[config.mk]
export PLATFORM = sky130hd
export DESIGN_NAME = serial_lsb_receiver
export DESIGN_NICKNAME = d
export VERILOG_FILES = /design/src/rtl/serial_lsb_receiver.sv
export SDC_FILE = /design/constraint.sdc
export NUM_CORES = 1
export LEC_CHECK = 0
export ABC_AREA = 1
export CAP_MARGIN = 10
export CELL_PAD_IN_SITES_DETAIL_PLACEMENT = 2
export CELL_PAD_IN_SITES_GLOBAL_PLACEMENT = 2
export CORE_UTILIZATION = 32
export DETAILED_ROUTE_END_ITERATION = 10
export HOLD_SLACK_MARGIN = 0.03
export PLACE_DENSITY_LB_ADDON = 0.15
export SYNTH_ARGS = -nofsm -noshare
export SYNTH_HDL_FRONTEND = slang
export SYNTH_SLANG_ARGS = --single-unit
[constraint.sdc]
create_clock -name clk -period 4 [get_ports clk]
set_clock_uncertainty 0.2 [all_clocks]
set_input_delay 0.8 -clock clk [delete_from_list [all_inputs] [get_ports clk]]
set_output_delay 0.8 -clock clk [all_outputs]
set_load 0.05 [all_outputs]
[src/rtl/serial_lsb_receiver.sv]
// Locks onto an alternating 0/1 serial stream, deserializes locked bits LSB-first into WIDTH-bit words
// and counts pattern violations; word latency LOCK_COUNT+1+WIDTH samples, in_valid low simply stalls.
module serial_lsb_receiver #(
  parameter int WIDTH      = 8,
  parameter int LOCK_COUNT = 4
) (
  input  logic             clk,
  input  logic             reset,
  input  logic             in,
  input  logic             in_valid,
  output logic [WIDTH-1:0] word_out,
  output logic             word_valid,
  output logic             locked,
  output logic [7:0]       err_count
);

  localparam int CW = (WIDTH > 2) ? $clog2(WIDTH) : 1;

  typedef enum logic {
    HUNT,
    LOCKED
  } state_t;

  state_t           state, state_nxt;
  logic             prev, prev_nxt;
  logic             have_prev, have_prev_nxt;
  logic [3:0]       run, run_nxt;
  logic [4:0]       run_inc;
  logic [CW-1:0]    bit_cnt, bit_cnt_nxt;
  logic [WIDTH-1:0] shreg, shreg_nxt;
  logic [WIDTH-1:0] word_asm;
  logic [WIDTH-1:0] word_out_nxt;
  logic             word_valid_nxt;
  logic [7:0]       err_count_nxt;

  always_ff @(posedge clk) begin
    if (reset) begin
      state      <= HUNT;
      prev       <= 1'b0;
      have_prev  <= 1'b0;
      run        <= '0;
      bit_cnt    <= '0;
      shreg      <= '0;
      word_out   <= '0;
      word_valid <= 1'b0;
      err_count  <= '0;
    end else begin
      state      <= state_nxt;
      prev       <= prev_nxt;
      have_prev  <= have_prev_nxt;
      run        <= run_nxt;
      bit_cnt    <= bit_cnt_nxt;
      shreg      <= shreg_nxt;
      word_out   <= word_out_nxt;
      word_valid <= word_valid_nxt;
      err_count  <= err_count_nxt;
    end
  end

  always_comb begin
    state_nxt      = state;
    prev_nxt       = prev;
    have_prev_nxt  = have_prev;
    run_nxt        = run;
    bit_cnt_nxt    = bit_cnt;
    shreg_nxt      = shreg;
    word_out_nxt   = word_out;
    word_valid_nxt = 1'b0;
    err_count_nxt  = err_count;
    run_inc        = {1'b0, run} + 5'd1;
    word_asm       = shreg;
    word_asm[bit_cnt] = in;

    if (in_valid) begin
      case (state)
        HUNT: begin
          prev_nxt = in;
          if (!have_prev) begin
            have_prev_nxt = 1'b1;
          end else if (in != prev) begin
            // The sample completing lock only seeds prev; it is not a data bit.
            if (run_inc == 5'(LOCK_COUNT)) begin
              state_nxt   = LOCKED;
              run_nxt     = '0;
              bit_cnt_nxt = '0;
              shreg_nxt   = '0;
            end else begin
              run_nxt = run_inc[3:0];
            end
          end else begin
            run_nxt = '0;
          end
        end

        LOCKED: begin
          prev_nxt = in;
          if (in != prev) begin
            if (bit_cnt == CW'(WIDTH - 1)) begin
              word_out_nxt   = word_asm;
              word_valid_nxt = 1'b1;
              bit_cnt_nxt    = '0;
              shreg_nxt      = '0;
            end else begin
              shreg_nxt   = word_asm;
              bit_cnt_nxt = bit_cnt + CW'(1);
            end
          end else begin
            // Violation beats word completion: drop the partial word and rehunt.
            if (err_count != 8'hFF) err_count_nxt = err_count + 8'd1;
            state_nxt   = HUNT;
            run_nxt     = '0;
            bit_cnt_nxt = '0;
            shreg_nxt   = '0;
          end
        end

        default: state_nxt = HUNT;
      endcase
    end
  end

  assign locked = (state == LOCKED);

endmodule

==> flow_summary.yaml <==
grt:
  grt_start_max_net_pins: 22
  gr-usage-all-layers: 0.198
  grt_first_pass_wirelength_mm: 9.41
  first_global_vias: 2017
  grt_overflow: 0
  initial_antenna_violation_count: 0
sta:
  final_period_minus_worst_setup_slack_ps: 2770
  worst_slack_ps: 1230
  totalNegativeSetupSlack_ps: 0
  setup_viol_count_final: 0
  slew_viol_final: 0
  final-hold-violation-count: 0
  achievable-frequency_mhz: 362
  layout_worst_path_cycle_share: 0.691
  timing_worst_slew_pin_value_ps: 785
  unrepaired_setup_endpoints_after_global_routing: "no"
  worst_slew_margin_rel: 0.475
  holdWs_ps: 286
cells_and_area:
  antenna-diode-count: 0
  drive_gt1_frac: 0.0703
  layout_common_cells: "89 x nand2_1, 44 x nor2_1, 35 x dfxtp_1"
  design.final.nets: 320
  flow.area_growth_from_synthesis_pct: 19.0
  mostFrequentLayoutCell: "nand2_1"
worst_setup_path:
  r2r_slack_ps: 1950
  crit_path_max_incr_delay_ps: 620
  worst_setup_path_start_kind: "input port"
  cp_data_arrival_time_ps: 2790
  cp_data_required_time_ps: 4020
  cp_max_fo: 20
  critPathCaptureType: "flip-flop"
  crit_path_cell_trace: "clkdlybuf4s50_1, inv_2, nand2_1, nand2_1, nand2_1, nand3_1, nand2_1, nand2_1, nor2_1"
  path_class: "in2reg"
  worst-path-buf-inv: 2
  path_common_cell: "nand2_1"
  cp_top_family: "simple AND/OR/NAND/NOR gates"
  worst_path_max_delay_cell: "clkdlybuf4s50_1"
detailed_routing:
  detail_route.drc_violations: 0
  post_drt_via_cell_ratio: 4.83
  dr.pass1.iters: 4
  detail_route.wirelength_mm: 5.36
  wl_per_cell_um: 13.9
  route.antenna.remaining_nets: 0
  via_count: 1861
  dr.first_iter.drc_count: 55
clock_tree:
  postCtsHoldBufs: 0
  postCtsResizedCells: 0
  clock_tree.buffer_depth: 2
  num_cts_buffers: 5
  cts.root.buffer_cell: "clkbuf_8"
  clock_tree.htree_level_count: 2
  clk_pin_slew_ps: 70
  cts_tree: "done"
  insertion_delay_ps: 290
  cts_post_setup_buffers_inserted: 0
  clock_sinks: 35
power_and_ir_drop:
  share_clk_of_total_power: 0.432
  vdd_ir_drop_max_mv: 0.130
  switching_power_mw: 0.155
  power_density_mw_per_mm2: 301
  p_int_mw: 0.516
  power.switching_fraction: 0.231
  power.total_mw: 0.671
  share_comb_of_total_power: 0.043
  power.leakage_nw: 0.980
  seq_power_share: 0.524
place:
  io_buf_count: 21
  global_placer_s_final_weighted_congestion: 0.745
  hpwl_mm: 3.83
  place_worst_setup_slack_ps: 964
yosys:
  ys_ff_latch: 35
  postSynthCellCount: 293
  synth_top_area_share: 0.375
  synth_seq_area_share: 0.375
  yosys.area.top_type: "dfxtp_1"
  synth.cell_area_mm2: 0.00187
  synth.area.top_cells: "dfxtp_1 37%, nand2_1 18%, nor2_1 8.8%, inv_1 6.6%, nand3_1 5.6%"
  postSynthNetCount: 301
  library_cells_used_by_synthesis: 25
  synth_warnings: 0
  synth.avg_cell_area_um2: 6.38
hold_path:
  min-delay-path-class: "reg2reg"
floorplan:
  floorplan.die_area_mm2: 0.00616
  num_io_pins: 22
  floorplan.initialDensity: 0.336
  die_width_um: 78.5
  placement_rows: 27
  core_area_mm2: 0.00557
  die_height_um: 78.5
run_status:
  status: "completed"
run:
  maxCapViolCount: 0
final cells by class:
type	instances	area, µm²
Sequential cell	35	701
Timing Repair Buffer	22	218
Inverter	37	139
Multi-Input combinational cell	211	978
Fill cell	714	3350
Tap cell	72	90.1
Clock buffer	8	100
sequential cells by signal (all words and copies together), names as in the netlist:
name,count
bit_cnt,3
err_count,8
have_prev,1
locked,1
prev,1
run,4
shreg,8
word_out,8
word_valid,1
layer usage:
metal,GRT usage,wire length (µm),vias up
met5,0,0,-
met3,0.0314,98,7
met4,0.0667,74,0
li1,-,-,948
met2,0.369,2760,16
met1,0.227,2430,890
worst register-to-register path, delay by kind of cell (launching register included):
kind / cells / cell delay, ps
flops: 1 / 370
fa+ha+maj: 1 / 200
simple gates: 6 / 1220
power by group through the flow:
stage	Combinational (mW)	Clock (mW)	Sequential (mW)
detailed placement	0.0295	0	0.360
global placement	0.0286	0	0.360
CTS	0.0298	0.300	0.352
global route	0.0328	0.311	0.352
finish	0.0291	0.290	0.352
floorplan	0.0185	0	0.359
metrics by stage:
step,cells,cell area [µm²],util
global route,385,2230,0.399
detailed placement,377,2130,0.381
global placement,377,2130,0.381
CTS,385,2230,0.399
floorplan,293,1870,-
finish,385,2230,0.399
kinds of logic (layout without fill, tap and decap cells):
kind of cell / after synthesis / after routing / share of synthesized area
xor gates and xnor gates: 2 / 2 / 0.00937
adders and majority gates: 4 / 4 / 0.0268
DFF: 35 / 35 / 0.375
and+or+nand+nor: 172 / 172 / 0.399
AOI/OAI and AO/OA: 33 / 33 / 0.0883
buffers and inverters: 47 / 67 / 0.102
synthesized netlist by cell type, drive strengths merged:
cell and instances:
a21oi 19, and2 4, buf 6, clkbuf 4
dfxtp 35, ha 4, inv 37, nand2 92
nand3 23, nand4 5, nor2 47, nor3 1
o21ai 14, xor2 2
path summary, 6_finish.rpt:
| check | cells past startpoint | end | startpoint |
|---|---|---|---|
| setup / recovery | 9 | shreg[0]$_SDFFE_PP0P_ | in |
| hold / removal | 2 | run[2]$_SDFFE_PP0P_ | run[2]$_SDFFE_PP0P_ |
| hold reg to reg | 2 | run[2]$_SDFFE_PP0P_ | run[2]$_SDFFE_PP0P_ |
| setup reg to reg | 7 | shreg[0]$_SDFFE_PP0P_ | run[0]$_SDFFE_PP0P_ |
No activity file was read; power rests on OpenSTA's default activity.
